File: src/rtl/updn_pkg.sv
// rtl/updn_pkg.sv - shared constants and helpers for the DE2-115 up/down counter demos
package updn_pkg;

   // Board defaults: CLOCK_50 cycles per ~10 Hz / ~2 Hz tick, LEDR bank width
   localparam int DE2_DIV_FAST = 5_000_000;
   localparam int DE2_DIV_SLOW = 25_000_000;
   localparam int DE2_LEDR_W   = 18;

   // Limit a value to the count range 0..modulus-1
   function automatic logic [31:0] clamp_mod(input logic [31:0] value,
                                             input logic [31:0] modulus);
      return (value > modulus - 32'd1) ? (modulus - 32'd1) : value;
   endfunction

endpackage

File: src/rtl/tick_divider.sv
// rtl/tick_divider.sv - two-speed tick divider, one-cycle tick per period
module tick_divider #(
   parameter int DIV_W    = 26,
   parameter int DIV_FAST = 5_000_000,
   parameter int DIV_SLOW = 25_000_000
) (
   input  logic CLOCK_50,
   input  logic RESET,
   input  logic fast,
   input  logic clr,
   output logic tick
);

   localparam logic [DIV_W-1:0] FAST_LAST = DIV_W'(DIV_FAST - 1);
   localparam logic [DIV_W-1:0] SLOW_LAST = DIV_W'(DIV_SLOW - 1);

   logic [DIV_W-1:0] div_cnt;

   // >= rather than == so a slow-to-fast switch mid-period ticks at once instead of overrunning
   assign tick = (div_cnt >= (fast ? FAST_LAST : SLOW_LAST));

   // Period counter: restarts on every tick and on an external clear
   always_ff @(posedge CLOCK_50 or posedge RESET) begin
      if (RESET) begin
         div_cnt <= '0;
      end else if (clr || tick) begin
         div_cnt <= '0;
      end else begin
         div_cnt <= div_cnt + 1'b1;
      end
   end

endmodule

File: src/rtl/modulo_updown_counter.sv
// rtl/modulo_updown_counter.sv - modulo up/down counter with wrap/saturate, load and tc; UPDN_CNT_BOUNCE_EN selects bounce at limits
module modulo_updown_counter
   import updn_pkg::*;
#(
   parameter int WIDTH    = DE2_LEDR_W,
   parameter int MODULUS  = 2**18,
   parameter int DIV_W    = 26,
   parameter int DIV_FAST = DE2_DIV_FAST,
   parameter int DIV_SLOW = DE2_DIV_SLOW
) (
   input  logic             CLOCK_50,
   input  logic             RESET,
   input  logic             run,
   input  logic             dir_up,
   input  logic             fast,
   input  logic             sat_mode,
   input  logic             load,
   input  logic [WIDTH-1:0] load_val,
   output logic [WIDTH-1:0] count,
   output logic             tc,
   output logic             tick_out
);

   // One extra bit so MODULUS == 2**WIDTH still yields an exact top value
   localparam logic [WIDTH:0]   LAST_EXT = (WIDTH+1)'(MODULUS - 1);
   localparam logic [WIDTH-1:0] LAST     = LAST_EXT[WIDTH-1:0];

   logic             tick;
   logic             step;
   logic             up;
   logic             at_limit;
   logic [WIDTH-1:0] step_val;
   logic [WIDTH-1:0] load_clamped;

   tick_divider #(
      .DIV_W    (DIV_W),
      .DIV_FAST (DIV_FAST),
      .DIV_SLOW (DIV_SLOW)
   ) u_div (
      .CLOCK_50 (CLOCK_50),
      .RESET    (RESET),
      .fast     (fast),
      .clr      (load),
      .tick     (tick)
   );

   assign load_clamped = WIDTH'(clamp_mod(32'(load_val), 32'(MODULUS)));
   assign step         = run && tick && !load;
   assign at_limit     = up ? ({1'b0, count} == LAST_EXT) : (count == '0);

`ifdef UPDN_CNT_BOUNCE_EN
   logic dir_reg;
   logic dir_up_q;
   logic unused_sat_mode;

   assign unused_sat_mode = sat_mode;
   assign up              = dir_reg;

   // Direction follows switch edges; otherwise it flips whenever a step hits a limit
   always_ff @(posedge CLOCK_50 or posedge RESET) begin
      if (RESET) begin
         dir_reg  <= 1'b1;
         dir_up_q <= 1'b1;
      end else begin
         dir_up_q <= dir_up;
         if (dir_up != dir_up_q) begin
            dir_reg <= dir_up;
         end else if (step && at_limit) begin
            dir_reg <= ~dir_reg;
         end
      end
   end
`else
   assign up = dir_up;
`endif

   // Value the count takes if a step happens this cycle
   always_comb begin
      step_val = count;
      if (up) begin
         if (!at_limit) begin
            step_val = count + 1'b1;
         end else begin
`ifdef UPDN_CNT_BOUNCE_EN
            step_val = count - 1'b1;
`else
            if (!sat_mode) step_val = '0;
`endif
         end
      end else begin
         if (!at_limit) begin
            step_val = count - 1'b1;
         end else begin
`ifdef UPDN_CNT_BOUNCE_EN
            step_val = count + 1'b1;
`else
            if (!sat_mode) step_val = LAST;
`endif
         end
      end
   end

   // Count, terminal-count pulse and registered tick; load outranks a step
   always_ff @(posedge CLOCK_50 or posedge RESET) begin
      if (RESET) begin
         count    <= '0;
         tc       <= 1'b0;
         tick_out <= 1'b0;
      end else begin
         tick_out <= tick;
         tc       <= step && at_limit;
         if (load) begin
            count <= load_clamped;
         end else if (step) begin
            count <= step_val;
         end
      end
   end

endmodule

File: config.mk
export PLATFORM = sky130hd
export DESIGN_NAME = modulo_updown_counter
export DESIGN_NICKNAME = d
export VERILOG_FILES = /design/src/rtl/updn_pkg.sv /design/src/rtl/tick_divider.sv /design/src/rtl/modulo_updown_counter.sv
export SDC_FILE = /design/constraint.sdc
export NUM_CORES = 1
export LEC_CHECK = 0
export CAP_MARGIN = 20
export CORE_MARGIN = 2
export CORE_UTILIZATION = 35
export DETAILED_ROUTE_END_ITERATION = 7
export HOLD_SLACK_MARGIN = 0.03
export PLACE_DENSITY = 0.53
export SLEW_MARGIN = 10
export SYNTH_ARGS = -nofsm -noshare
export SYNTH_HDL_FRONTEND = slang
export SYNTH_SLANG_ARGS = --single-unit
File: constraint.sdc
create_clock -name CLOCK_50 -period 4.9 [get_ports CLOCK_50]
set_clock_uncertainty 0.15 [all_clocks]
set_input_delay 1.47 -clock CLOCK_50 [delete_from_list [all_inputs] [get_ports CLOCK_50]]
set_output_delay 1.47 -clock CLOCK_50 [all_outputs]
set_load 0.05 [all_outputs]
# After elaboration in Yosys (flattened, before gate mapping)

Index checks and enable logic that the tools add are counted.

Output and inout port bits: 20
Flip-flop bits (word level): 46
Memories kept: 0
Logic and storage cells: 28
Bits in read-only memories: 0
Latch bits: 0
RAM bits: 0
Bits of input ports: 25

Bitwise logic cells: 0
Add/subtract/negate cells: 3
Multipliers: 0
Muxes and demuxes: 10
Divide/modulo/power cells: 0
Reduce and logical (&&, ||, !) cells: 8
Shifts and indexed selects: 0
Equal/unequal tests: 2
$lt $le $gt $ge: 1

Operators by type and width:

| operator                | number |
|---|---|
| $mux W18                | 7 |
| $add A26 B1 Y26 const B | 1 |
| $ge A26 B26 Y1          | 1 |
| $mux W26                | 1 |
| $mux W25                | 1 |
| $add A18 B1 Y18 const B | 1 |
| $eq A18 B18 Y1 const B  | 1 |
| $logic_not A18 Y1       | 1 |
| $sub A18 B1 Y18 const B | 1 |
| $logic_and A1 B1 Y1     | 3 |
| $ne A3 B3 Y1 const B    | 1 |
| $reduce_and A2 Y1       | 1 |
| $reduce_bool A2 Y1      | 1 |
| $logic_not A1 Y1        | 1 |
| $logic_or A1 B1 Y1      | 1 |
| $mux W1                 | 1 |

# Logic depth before layout (Yosys ltp)

Depth in word-level cells: 6
Depth in mapped cells: 10

# Hierarchy

From an unflattened synthesis, not the netlist that was laid out.

Cell total of the unflattened synthesis: 399
Area, all modules: 3454.6 um2

By module, submodules not included:

| module                | area an instance (um2) | sequential area each (um2) | instances | cells an instance |
|---|---|---|---|---|
| modulo_updown_counter | 1873.0                 | 500.5                      | 1         | 243 |
| tick_divider          | 1581.5                 | 650.6                      | 1         | 156 |

# Least setup slack after synthesis

No wires, ideal clock.

Path type: input to register
From: input fast
To: register count[6]
Slack: 1.189 ns
Data required time: 4.625 ns
Data arrival time: 3.436 ns
Cell stages on the path: 9
Cell sequence: ha_1 -> nand4_1 -> a2111oi_0 -> nor2b_1 -> a211oi_1 -> buf_2 -> nand3_1 -> xnor2_1 -> mux2_2

Cells in the longest elaborated chain, start to end: 6

RTL lines:

| item                              | RTL line                     | RTL |
|---|---|---|
| from (decl)                       | modulo_updown_counter.sv:15  | `input logic fast,` |
| $mux W25                          | tick_divider.sv:20           | `assign tick = (div_cnt >= (fast ? FAST_LAST : SLOW_LAST));` |
| $ge A26 B26 Y1                    | tick_divider.sv:20           |  |
| $logic_and A1 B1 Y1 (2 in series) | modulo_updown_counter.sv:48  | `assign step = run && tick && !load;` |
| $reduce_bool A2 Y1 (no line)      | n/a                          |  |
| $reduce_and A2 Y1 (no line)       | n/a                          |  |
| to (signal assigned)              | modulo_updown_counter.sv:113 | `count <= load_clamped;` |
| to (signal assigned)              | modulo_updown_counter.sv:115 | `count <= step_val;` |
| to (decl)                         | modulo_updown_counter.sv:19  | `output logic [WIDTH-1:0] count,` |

No other way between the ends.
A chain may end at the register's enable or synchronous reset.

# Worst setup path after layout

From: input fast
To: register count[15]

Same word-level chain as after synthesis.

==> results.json <==
{
  "status": "finished clean",
  "p_int_mw": 0.625,
  "cts_setup_buffers": 0,
  "max_cap_violations": 0,
  "place_area_sq_um": 3630,
  "routedWlPerCell_microns": 15.7,
  "ios": 45,
  "drive_above_1_share_pct": 7.04,
  "fp.dieW_microns": 99.2,
  "vdd_drop_max_v": 0.000134,
  "die_area_sq_um": 9850,
  "insertion_delay_ns": 0.31,
  "arrival_ns": 4.18,
  "wl_microns": 7970,
  "nets": 433,
  "r2r_slack_ns": 1.91,
  "synth.distinct_cells": 57,
  "hold_buffers": 0,
  "antenna_cells": 0,
  "num_rows": 34,
  "drtPass1Iterations": 5,
  "finalHoldViolCount": 0,
  "path_max_fanout": 15,
  "clock-root-buffer": "clkbuf_8",
  "hp-class": "reg2reg",
  "fin_area_sq_um": 3760,
  "worstSetupStartpoint": "fast",
  "cts.sinks": 46,
  "htree_levels": 2,
  "yosys_warnings": 0,
  "power_density_nw_per_um2": 242,
  "cts_resized": 0,
  "switching_power_mw": 0.286,
  "ys.flop_type": "dfrtp_1",
  "slew_viol_final": 0,
  "synth_area_per_cell_sq_um": 8.70,
  "cts_buffers": 5,
  "grt_pass1_vias": 2644,
  "final.setup.tns_ns": 0,
  "finalCritPeriodShare_pct": 83.5,
  "cp-start-kind": "input port",
  "gp_congestion": 0.809,
  "overflow": 0,
  "ys_ff_latch": 46,
  "power_frac_seq_pct": 47.5,
  "routed-via-count": 2706,
  "cts_buffer_depth": 2,
  "drc": 0,
  "core_area_sq_um": 8760,
  "grt_setup_unrepaired": "false",
  "die_h_microns": 99.2,
  "clock_power_share_pct": 31.8,
  "hp-start": "u_div.div_cnt[0]",
  "p_total_mw": 0.911,
  "synthArstFlopShare_pct": 100,
  "cp_data_required_time_ns": 4.99,
  "crit_path_end_kind": "flip-flop",
  "path_class": "in2reg",
  "synth_fp_nets": 401,
  "grt_usage_pct": 17.1,
  "initial_core_util_pct": 36.2,
  "sw_frac_of_total_pct": 31.4,
  "synth_top_area_cell": "dfrtp_1",
  "grt_max_degree": 47,
  "drt_iter0_drc": 168,
  "synthTopCellsByArea": "dfrtp_1 36%, xor2_1 6.1%, nand2_1 4.6%, nor2_1 4.4%, ha_1 4.3%",
  "yosysSeqAreaShare_pct": 36.3,
  "num-fill-cells": 895,
  "synth_edf_count": 0,
  "maxSlewHeadroom_pct": 61.1,
  "syn_area_sq_um": 3170,
  "worst_pin_slew_ns": 0.579,
  "drt-vias-per-instance": 5.35,
  "grt_pass1_wl_microns": 13600,
  "fmax_mhz": 245,
  "port_buffers": 44,
  "antenna_left": 0,
  "leakage_nw": 1.55,
  "yosysTopAreaCellShare_pct": 36.3,
  "hpwl_microns": 5620,
  "setup_viol": 0,
  "area_growth_pct": 18.4,
  "cts_tree": "done",
  "grt_antenna_before_repair": 0,
  "clk_transition_reported_paths_ns": 0.09,
  "fin_crit_ns": 4.09,
  "comb_power_share_pct": 20.7,
  "synthCells": 365,
  "rr_startpoint": "count[2]"
}
-- synth_stat cells, types with 5 or more instances --
cell type and instances:
xor2_1 22, nor3_1 5, nand4_1 6, a31oi_1 6, nand3_1 22, a21oi_1 22
mux2i_1 6, inv_1 10, o21ai_0 17, ha_1 11, clkbuf_1 10, nand2_1 39
and4_1 5, and3_1 11, dfrtp_1 46, nor2_1 37, nor4_1 7, xnor2_1 14
-- metal layers --
metal	part of all wire, %	vias to the layer above	routed length, microns	global-route usage [%]
li1	-	1363	-	-
met5	0	-	0	0
met3	4.8	5	384	3.09
met2	43	54	3460	26.1
met4	0.82	0	65	3.48
met1	51	1284	4050	25.3
-- cell type report --
| cell class | instances | area (sq um) | share of cell area [%] |
|---|---|---|---|
| tap | 108 | 135 | 3.60 |
| clock buffer | 6 | 72.6 | 1.93 |
| multi-input combinational | 285 | 1830 | 48.8 |
| inverter | 10 | 37.5 | 0.999 |
| timing repair buffer | 49 | 490 | 13.0 |
| clock inverter | 2 | 37.5 | 0.999 |
| sequential | 46 | 1150 | 30.6 |
-- path summary, 6_finish.rpt --
| path | to | depth (start not counted) |
|---|---|---|
| hold reg to reg | u_div.div_cnt[0] | 1 |
| hold / removal | u_div.div_cnt[0] | 1 |
| setup reg to reg | count[15] | 7 |
| setup / recovery | count[15] | 10 |
| max in group asynchronous | count[16] | 3 |
| min in group asynchronous | count[4] | 2 |
-- cell usage in the layout, fill, tap and decap left out, drive strengths merged, types with 4 or more instances in the layout --
master / Yosys / final
and4: 7 / 7
clkbuf: 14 / 6
a31oi: 6 / 6
o31ai: 4 / 4
o21ai: 19 / 19
mux2i: 6 / 6
nor2: 37 / 37
buf: 9 / 5
xor2: 22 / 22
xnor2: 14 / 14
a21oi: 22 / 22
or3: 4 / 4
dfrtp: 46 / 46
nor2b: 4 / 4
ha: 11 / 11
nor4: 8 / 8
and3: 12 / 12
nand4: 6 / 6
a211oi: 4 / 4
nand2: 40 / 40
nor3: 5 / 5
nand3: 23 / 23
clkdlybuf4s50: 0 / 44
inv: 10 / 10
-- power groups by stage --
stage	Clock [mW]	Sequential, mW	Combinational (mW)
global route	0.317	0.437	0.206
detailed placement	0	0.439	0.188
global placement	0	0.440	0.188
finish	0.290	0.433	0.188
floorplan	0	0.467	0.0964
CTS	0.306	0.432	0.189
-- kinds of logic (layout without fill, tap and decap cells) --
logic type	after synthesis	count (layout)	synth area share (%)
buf+inv	34	67	6.11
simple gates	160	160	26.8
xor+xnor	36	36	9.93
mux	9	9	2.96
compound gates	69	69	13.6
flops	46	46	36.3
fa+ha+maj	11	11	4.34
-- worst max-delay path: stages --
cell	delay (ns)
clkdlybuf4s50_1	0.57
ha_1	0.39
nand4_1	0.08
a2111oi_0	0.41
nor2b_1	0.12
a211oi_2	0.15
buf_4	0.23
nand2_4	0.16
a2111oi_0	0.44
a211o_1	0.16
-- metrics by stage --
stage                     instances  util, %  worst slack, ns  hold WS, ns
after floorplan                 365        -             1.19        0.319
after global placement          497     41.4            0.562        0.350
after detailed placement        497     41.4            0.496        0.360
after CTS                       505     42.7            0.810        0.374
after global routing            506     42.9            0.412        0.397
final                           506     42.9            0.810        0.370
-- flip-flops by register name, indices dropped and copies added, names as in the netlist --
signal and flops:
u_div.div_cnt 26, tc 1, tick_out 1, count 18
Power figures use the tool's default switching activity.
